## src/rtl/wave_playback_ctrl.sv

```systemverilog
// Waveform playback sequencer.
// A phase accumulator addresses the sine/triangle ROMs and the user RAM. The
// active waveform only changes on a period boundary, so the output never jumps
// mid-period. The single user-RAM port is shared between playback and host loads.
// Every source reaches the sample register exactly 2 clk after its phase value.
module wave_playback_ctrl #(
    parameter int ADDR_W  = 7,
    parameter int DATA_W  = 7,
    parameter int PHASE_W = 16
) (
    input  logic               clk_i,
    input  logic               rst_i,
    input  logic               run_i,
    input  logic [PHASE_W-1:0] tuning_word_i,
    input  logic [1:0]         wave_sel_i,
    input  logic               phase_sync_i,
    input  logic               ld_valid_i,
    input  logic [ADDR_W-1:0]  ld_addr_i,
    input  logic [DATA_W-1:0]  ld_data_i,
    output logic               ld_ready_o,
    output logic [ADDR_W-1:0]  rom_addr_o,
    input  logic [DATA_W-1:0]  sin_data_i,
    input  logic [DATA_W-1:0]  tri_data_i,
    output logic [ADDR_W-1:0]  user_addr_o,
    output logic [DATA_W-1:0]  user_wdata_o,
    output logic               user_we_o,
    input  logic [DATA_W-1:0]  user_rdata_i,
    output logic [DATA_W-1:0]  sample_o,
    output logic               sample_valid_o,
    output logic               period_start_o
);

    typedef enum logic [1:0] {
        ST_IDLE = 2'd0,
        ST_RUN  = 2'd1,
        ST_STOP = 2'd2
    } state_t;

    localparam logic [1:0] SEL_USER = 2'd2;

    state_t             state_q;
    logic [PHASE_W-1:0] phase_q;
    logic [PHASE_W-1:0] phase_d;
    logic [1:0]         sel_q;
    logic               period_start_q;

    logic [PHASE_W:0]   phase_sum;
    logic               active;
    logic               wrap_ev;
    logic [ADDR_W-1:0]  phase_addr;
    logic               ld_accept;
    logic [DATA_W-1:0]  src_d;

    logic               valid1_q;
    logic [1:0]         sel1_q;
    logic [DATA_W-1:0]  rom1_q;
    logic [DATA_W-1:0]  sample_q;
    logic               sample_valid_q;

    assign phase_sum  = {1'b0, phase_q} + {1'b0, tuning_word_i};
    assign active     = (state_q != ST_IDLE);
    // phase_sync behaves like a natural wrap, but only while playing
    assign wrap_ev    = active & (phase_sum[PHASE_W] | phase_sync_i);
    assign phase_d    = phase_sync_i ? '0 : phase_sum[PHASE_W-1:0];
    assign phase_addr = phase_q[PHASE_W-1 -: ADDR_W];

    // Host loads are held off while the RAM is the live playback source;
    // reset drops any load presented in the same cycle.
    assign ld_ready_o   = !active || (sel_q != SEL_USER);
    assign ld_accept    = ld_valid_i & ld_ready_o & ~rst_i;
    assign user_we_o    = ld_accept;
    assign user_wdata_o = ld_data_i;
    assign user_addr_o  = ld_accept ? ld_addr_i : phase_addr;
    assign rom_addr_o   = phase_addr;

    // Source mux for ROM and square data; RAM data arrives already registered.
    always_comb begin
        src_d = '0;
        case (sel_q)
            2'd0:    src_d = sin_data_i;
            2'd1:    src_d = tri_data_i;
            2'd3:    src_d = {DATA_W{phase_q[PHASE_W-1]}};
            default: src_d = '0;
        endcase
    end

    // Playback FSM, phase accumulator and period-boundary waveform select.
    // A run=1 seen in STOPPING wins over a wrap in the same cycle.
    always_ff @(posedge clk_i) begin
        if (rst_i) begin
            state_q        <= ST_IDLE;
            phase_q        <= '0;
            sel_q          <= 2'd0;
            period_start_q <= 1'b0;
        end else begin
            period_start_q <= wrap_ev;
            if (!active || wrap_ev) begin
                sel_q <= wave_sel_i;
            end
            case (state_q)
                ST_IDLE: begin
                    phase_q <= '0;
                    if (run_i) state_q <= ST_RUN;
                end
                ST_RUN: begin
                    phase_q <= phase_d;
                    if (!run_i) state_q <= ST_STOP;
                end
                ST_STOP: begin
                    if (run_i) begin
                        state_q <= ST_RUN;
                        phase_q <= phase_d;
                    end else if (wrap_ev) begin
                        state_q <= ST_IDLE;
                        phase_q <= '0;
                    end else begin
                        phase_q <= phase_d;
                    end
                end
                default: begin
                    state_q <= ST_IDLE;
                    phase_q <= '0;
                end
            endcase
        end
    end

    // Stage 1: delay ROM/square data to line up with the RAM read latency.
    always_ff @(posedge clk_i) begin
        if (rst_i) begin
            valid1_q <= 1'b0;
            sel1_q   <= 2'd0;
            rom1_q   <= '0;
        end else begin
            valid1_q <= active;
            sel1_q   <= sel_q;
            rom1_q   <= src_d;
        end
    end

    // Stage 2: final sample; forced to zero when it did not come from playback.
    always_ff @(posedge clk_i) begin
        if (rst_i) begin
            sample_q       <= '0;
            sample_valid_q <= 1'b0;
        end else begin
            sample_valid_q <= valid1_q;
            if (!valid1_q) begin
                sample_q <= '0;
            end else if (sel1_q == SEL_USER) begin
                sample_q <= user_rdata_i;
            end else begin
                sample_q <= rom1_q;
            end
        end
    end

    assign sample_o       = sample_q;
    assign sample_valid_o = sample_valid_q;
    assign period_start_o = period_start_q;

endmodule

```

## config.mk

```make
export PLATFORM = sky130hd
export DESIGN_NAME = wave_playback_ctrl
export DESIGN_NICKNAME = d
export VERILOG_FILES = /design/src/rtl/wave_playback_ctrl.sv
export SDC_FILE = /design/constraint.sdc
export NUM_CORES = 1
export LEC_CHECK = 0
export CORE_MARGIN = 4
export CORE_UTILIZATION = 48
export DETAILED_ROUTE_END_ITERATION = 10
export PLACE_DENSITY = 0.86
export SYNTH_ARGS = -nofsm -noshare
export SYNTH_HDL_FRONTEND = slang
export SYNTH_SLANG_ARGS = --single-unit
```

## constraint.sdc

```tcl
create_clock -name clk_i -period 5.9 [get_ports clk_i]
set_clock_uncertainty 0.1 [all_clocks]
set_input_delay 1.18 -clock clk_i [delete_from_list [all_inputs] [get_ports clk_i]]
set_output_delay 1.18 -clock clk_i [all_outputs]
set_load 0.02 [all_outputs]
```

==> results.json, run 1 <==
{
  "place.detailed.hpwl_um": 4140,
  "slew_violations": 0,
  "slew_headroom_pct": 37.58,
  "clock_sinks": 39,
  "yosys.area_share.simple_pct": 17.35,
  "ir_worst_vdd_uv": 93.56,
  "drc": 0,
  "pwr-share-comb_pct": 33.2,
  "cp_data_required_time_ns": 4.62,
  "ys_types": 46,
  "finalSetupViolCount": 0,
  "synthAdderAreaFrac_pct": 11.46,
  "grt_overflow_total": 0,
  "synth_top_family_by_area": "compound AO/OA/AOI/OAI gates",
  "hold_viol_final": 0,
  "grt_max_degree": 20,
  "final_nets": 398,
  "fin_crit_sh_pct": 80.17,
  "synth_compound_area_share_pct": 18.73,
  "antenna_cells": 0,
  "crit_type": "in -> out",
  "htree_levels": 2,
  "ys_warn_count": 0,
  "drt_iter0_markers": 95,
  "grt_pass1_wl_um": 8901,
  "max_freq_ghz": 0.2114,
  "p_seq_share_pct": 42.2,
  "area_growth_syn_to_layout_pct": 32.89,
  "p_switching_w": 0.0002218,
  "hp-class": "reg -> reg",
  "clk_pin_slew_ns": 0.07,
  "gr-usage-met1_pct": 24.31,
  "use_met2_pct": 28.51,
  "synth_top_area_share_pct": 33.10,
  "synthArstFlopShare_pct": 0,
  "grt_usage_pct": 17.99,
  "clkPwrFrac_pct": 24.6,
  "powerDensity_nw_per_um2": 231.6,
  "syn_area_per_cell_um2": 9.036,
  "cap_violations": 0,
  "synthTopCellsByArea": "dfxtp_1, ha_1, buf_4",
  "io_pins": 90,
  "cts_hold_buf": 0,
  "die_y_um": 78.10,
  "end_kind": "output port",
  "synth_mux_area_share_pct": 8.170,
  "numCtsBuffers": 5,
  "drive_above_1_share_pct": 7.524,
  "routed_wl_um": 5224,
  "globalplace.congestion": 0.7604,
  "ant_nets": 0,
  "yosysMostFrequentCell": "dfxtp_1",
  "grt-busiest-layer": "met2",
  "yosysSeqAreaShare_pct": 33.10,
  "grt_antenna_before_repair": 0,
  "synth_xor_area_share_pct": 3.714,
  "coreArea_um2": 4755,
  "switching_share_pct": 30.56,
  "cts-root-buf": "clkbuf_8",
  "via_count": 1939,
  "start_util_pct": 49.61,
  "synth_commonest_cells": "dfxtp_1, nor2_1, a21oi_1, ha_1",
  "ys.flop_type": "dfxtp_1",
  "place_ws_ns": 1.147,
  "rsz0062_at_grt": "false",
  "met3_usage_pct": 4.817,
  "synth-seq-cells": 39,
  "io_buffers": 75,
  "first_pass_iters": 4,
  "power.leakage_nw": 1.262,
  "synth_cells": 261,
  "yosys.area.top_type": "dfxtp_1",
  "crit_fanout": 19,
  "avgViaCountPerCell": 5.023,
  "setup_ws_ns": 1.170,
  "cp-start-kind": "primary input",
  "first_global_vias": 1944,
  "worstMarginPinSlew_ns": 0.9330,
  "intPower_w": 0.0005039,
  "syn_area_um2": 2359,
  "final.min_clock_period_ns": 4.730,
  "setup_tns_ns": 0,
  "die_area_um2": 6099,
  "fp-row-count": 25,
  "clockBufferDepth": 2,
  "post_cts_resized": 0,
  "synth-edff-count": 0,
  "wl_per_cell_um": 13.53,
  "synth_nets": 340,
  "tritoncts": "yes",
  "status": "finished, final reports clean",
  "clk_latency_ns": 0.29,
  "die_x_um": 78.10,
  "worst-endpoint-arrival_ns": 3.45,
  "cts_setup_buffers": 0
}
## through the flow
step	total power (W)	hold slack, ns	area [um^2]	util (%)	std cells
5_1_grt	0.0007729	0.4194	3134	65.92	386
3_5_place_dp	0.0005519	0.3628	3047	64.08	379
2_1_floorplan	0.0004764	0.3365	2359	-	261
6_report	0.0007258	0.3758	3134	65.92	386
4_1_cts	0.0007311	0.3794	3134	65.92	386
3_3_place_gp	0.0005452	0.3400	3047	64.08	379
## logic make-up (layout without fill, tap and decap cells)
family / count (synthesis) / count (layout)
flip-flops: 39 / 39
XOR/XNOR: 10 / 10
AND/OR/NAND/NOR: 78 / 78
multiplexers: 18 / 18
adder cells (fa/ha/maj): 21 / 21
AO/OA/AOI/OAI: 63 / 63
buffers and inverters: 32 / 90
## power by group through the flow
stage / Clock, W / Combinational, W / Sequential (W)
after global placement: 0 / 0.000235 / 0.000310
after CTS: 0.000182 / 0.000243 / 0.000306
after global routing: 0.000195 / 0.000268 / 0.000310
after detailed placement: 0 / 0.000240 / 0.000312
after floorplan: 0 / 0.000165 / 0.000312
final: 0.000178 / 0.000241 / 0.000306
## sequential cells by signal, indices dropped and copies added (netlist names)
signal / count
valid1_q: 1
phase_q: 16
period_start_o: 1
sample_o: 7
state_q: 2
sel_q: 2
sel1_q: 2
sample_valid_o: 1
rom1_q: 7
## path summary, 6_finish.rpt
| check | to | slack [ns] | startpoint | cells after the start |
|---|---|---|---|---|
| setup / recovery | user_addr_o[4] | 1.17 | rst_i | 4 |
| hold / removal | sample_o[2] | 0.38 | rom1_q[2] | 2 |
| setup reg to reg | phase_q[10] | 3.06 | phase_q[0] | 8 |
| hold reg to reg | sample_o[2] | 0.38 | rom1_q[2] | 2 |
## worst max-delay path, cell delays in order
cell             delay (ns)
clkdlybuf4s50_1        0.73
and3b_1                0.61
mux2_2                 0.39
clkdlybuf4s50_1        0.54
## metal layers
metal,vias up,part of all wire [%]
met4,0,1.2
li1,1014,-
met2,69,45
met1,850,47
met3,6,7.4
met5,-,0
## area by class of cell
type | count | area, um^2
Sequential cell | 39 | 780.7
Clock buffer | 6 | 82.58
Clock inverter | 1 | 5.005
Fill cell | 397 | 1620
Multi-Input combinational cell | 190 | 1401
Tap cell | 67 | 83.83
Inverter | 8 | 30.03
Timing Repair Buffer | 75 | 750.7
## cell usage in the layout (no fill, tap or decap), types with 2 or more instances in the layout
master,instances
nand2b_1,3
clkbuf_8,6
and2_0,2
dfxtp_1,39
xor2_1,6
nand3_1,4
mux2_2,10
inv_1,8
a211oi_1,3
o21ai_0,12
a21oi_1,21
nand2_1,10
mux2i_1,8
nor2_1,27
xnor2_1,4
a31oi_1,3
nor3_1,5
ha_1,20
o211ai_1,2
o21a_1,5
and3b_1,2
nor2b_1,15
clkdlybuf4s50_1,75
a21o_1,6
No activity file was read; power rests on OpenSTA's default activity.
==> inputs of run 2 (changes only) <==
--- a/config.mk
+++ b/config.mk
@@ -6,9 +6,9 @@
 export NUM_CORES = 1
 export LEC_CHECK = 0
 export CORE_MARGIN = 4
-export CORE_UTILIZATION = 48
+export CORE_UTILIZATION = 40
 export DETAILED_ROUTE_END_ITERATION = 10
-export PLACE_DENSITY = 0.86
+export PLACE_DENSITY = 0.77
 export SYNTH_ARGS = -nofsm -noshare
 export SYNTH_HDL_FRONTEND = slang
 export SYNTH_SLANG_ARGS = --single-unit
==> constraint.sdc (replaced) <==
create_clock -name clk_i -period 3.8 [get_ports clk_i]
set_clock_uncertainty 0.1 [all_clocks]
set_input_delay 0.76 -clock clk_i [delete_from_list [all_inputs] [get_ports clk_i]]
set_output_delay 0.76 -clock clk_i [all_outputs]
set_load 0.02 [all_outputs]
==> run 2 against run 1 <==
Net effect:
- sequential power up 55%
- count of clock-buffer cells in the layout down 1
- non-clock buffer count up 3
- sequential cell count unchanged
- critical endpoint is now user_addr_o[6]
- final area up 1.7%
- clock power up 93%
- wire length up 2.3%
- final cell count up 2.3%
- via count up 3.9%
- combinational power up 57%
==> results.json, run 2 (synthesis results as in run 1) <==
{
  "p_switching_w": 0.0003580,
  "crit_family": "buffers and inverters",
  "clk_latency_ns": 0.28,
  "nFillCells": 507,
  "powerDensity_nw_per_um2": 375.1,
  "layoutNonFillerInstCount": 395,
  "htree_levels": 2,
  "intPower_w": 0.0008379,
  "via_count": 2015,
  "cpMaxStageDelayCell": "clkdlybuf4s50_1",
  "place_inst": 387,
  "coreArea_um2": 5608,
  "clock_sinks": 39,
  "die_area_um2": 7189,
  "postPlaceCellArea_um2": 3075,
  "crit_cells": 7,
  "first_global_vias": 1963,
  "grt_max_degree": 19,
  "met2_length_um": 2444,
  "reg2reg_depth": 8,
  "place.detailed.hpwl_um": 4261,
  "mostFrequentLayoutCells": "clkdlybuf4s50_1, dfxtp_1, nor2_1",
  "hp-class": "reg -> reg",
  "start_util_pct": 42.06,
  "antenna_cells": 0,
  "cts_hold_buf": 0,
  "slew_headroom_pct": 49.32,
  "crit_type": "reg -> out",
  "fin_crit_sh_pct": 94.48,
  "worst-endpoint-arrival_ns": 2.73,
  "clk_pin_slew_ns": 0.08,
  "drc": 0,
  "critPathBufInv": 3,
  "routed_wl_um": 5345,
  "slew_violations": 0,
  "min_path_cells": 2,
  "grt_usage_pct": 15.33,
  "finalSetupViolCount": 0,
  "wl_per_cell_um": 13.53,
  "ir_worst_vdd_uv": 166.2,
  "hold_ws_ns": 0.3732,
  "io_pins": 90,
  "worstMarginPinSlew_ns": 0.7587,
  "first_pass_iters": 4,
  "p_seq_share_pct": 39.6,
  "end_kind": "output port",
  "wl_met1_um": 2474,
  "globalplace.congestion": 0.8632,
  "mostFrequentLayoutCell": "clkdlybuf4s50_1",
  "cp_slowest_stage_delay_ns": 0.61,
  "grt_overflow_total": 0,
  "numCtsBuffers": 5,
  "cp-start-kind": "flop",
  "met3WireLength_um": 334,
  "switching_share_pct": 29.94,
  "final_area_um2": 3188,
  "die_y_um": 84.79,
  "cts-root-buf": "clkbuf_8",
  "ant_nets": 0,
  "top_layer": "met4",
  "post_cts_resized": 0,
  "pwr-share-comb_pct": 31.7,
  "grt_pass1_wl_um": 9032,
  "area_growth_syn_to_layout_pct": 35.17,
  "clkPwrFrac_pct": 28.7,
  "setup_tns_ns": 0,
  "drt_iter0_markers": 63,
  "top_register": "phase_q",
  "max_freq_ghz": 0.2785,
  "avgViaCountPerCell": 5.101,
  "cts_setup_buffers": 0,
  "rsz0062_at_grt": "false",
  "io_buffers": 75,
  "final_nets": 401,
  "multi_input_comb_area_um2": 1401,
  "die_x_um": 84.79,
  "largest_register_ffs": 16,
  "fp-row-count": 27,
  "clockBufferDepth": 2,
  "status": "finished, final reports clean",
  "worstPathCellList": "inv_1 -> ha_1 -> or3b_2 -> and3b_1 -> buf_4 -> mux2_2 -> clkdlybuf4s50_1",
  "crit_fanout": 8,
  "tritoncts": "yes",
  "final.min_clock_period_ns": 3.590,
  "seq_area_um2": 780.7,
  "drive_above_1_share_pct": 8.669,
  "cp_data_required_time_ns": 2.94,
  "power.leakage_nw": 1.288,
  "grt_antenna_before_repair": 0,
  "cap_violations": 0,
  "hold_viol_final": 0
}
run 2: power groups by stage:
stage | clock network, W | logic, W | registers, W
floorplan | 0 | 0.000256 | 0.000484
global placement | 0 | 0.000373 | 0.000482
detailed placement | 0 | 0.000379 | 0.000484
CTS | 0.000354 | 0.000381 | 0.000474
global route | 0.000373 | 0.000421 | 0.000481
finish | 0.000343 | 0.000379 | 0.000474
run 2: worst register-to-register path: stages, from the launching register on:
cell	delay [ns]
dfxtp_1	0.31
ha_1	0.20
fa_1	0.43
a211oi_1	0.32
o21a_1	0.23
a2111o_1	0.17
and2_1	0.20
nor2b_1	0.21
mux2_2	0.35
run 2: cell type report:
cell class | count | area share, %
Clock buffer | 5 | 2.159
Clock inverter | 3 | 1.374
Inverter | 8 | 0.9419
Multi-Input combinational cell | 190 | 43.96
Sequential cell | 39 | 24.49
Tap cell | 72 | 2.826
Timing Repair Buffer | 78 | 24.25
run 2: worst paths after layout:
| kind | from | to | slack (ns) |
|---|---|---|---|
| max reg2reg | phase_q[0] | sel_q[1] | 1.17 |
| min reg2reg | rom1_q[2] | sample_o[2] | 0.37 |
| max | state_q[0] | user_addr_o[6] | 0.21 |
| min | rom1_q[2] | sample_o[2] | 0.37 |
run 2: routing by layer:
metal / vias up / track usage (%)
met1: 915 / 19.89
met2: 63 / 24.41
met5: - / 0
met4: 0 / 4.604
met3: 8 / 4.711
li1: 1029 / -
run 2: metrics by stage:
step                       power, W  util [%]  setup WS, ns
after detailed placement  0.0008626     54.84        0.2872
final                      0.001196     56.85        0.2099
after CTS                  0.001210     56.85        0.1878
after global routing       0.001274     56.85        0.1205
after floorplan           0.0007397         -        0.8888
after global placement    0.0008549     54.84        0.3252
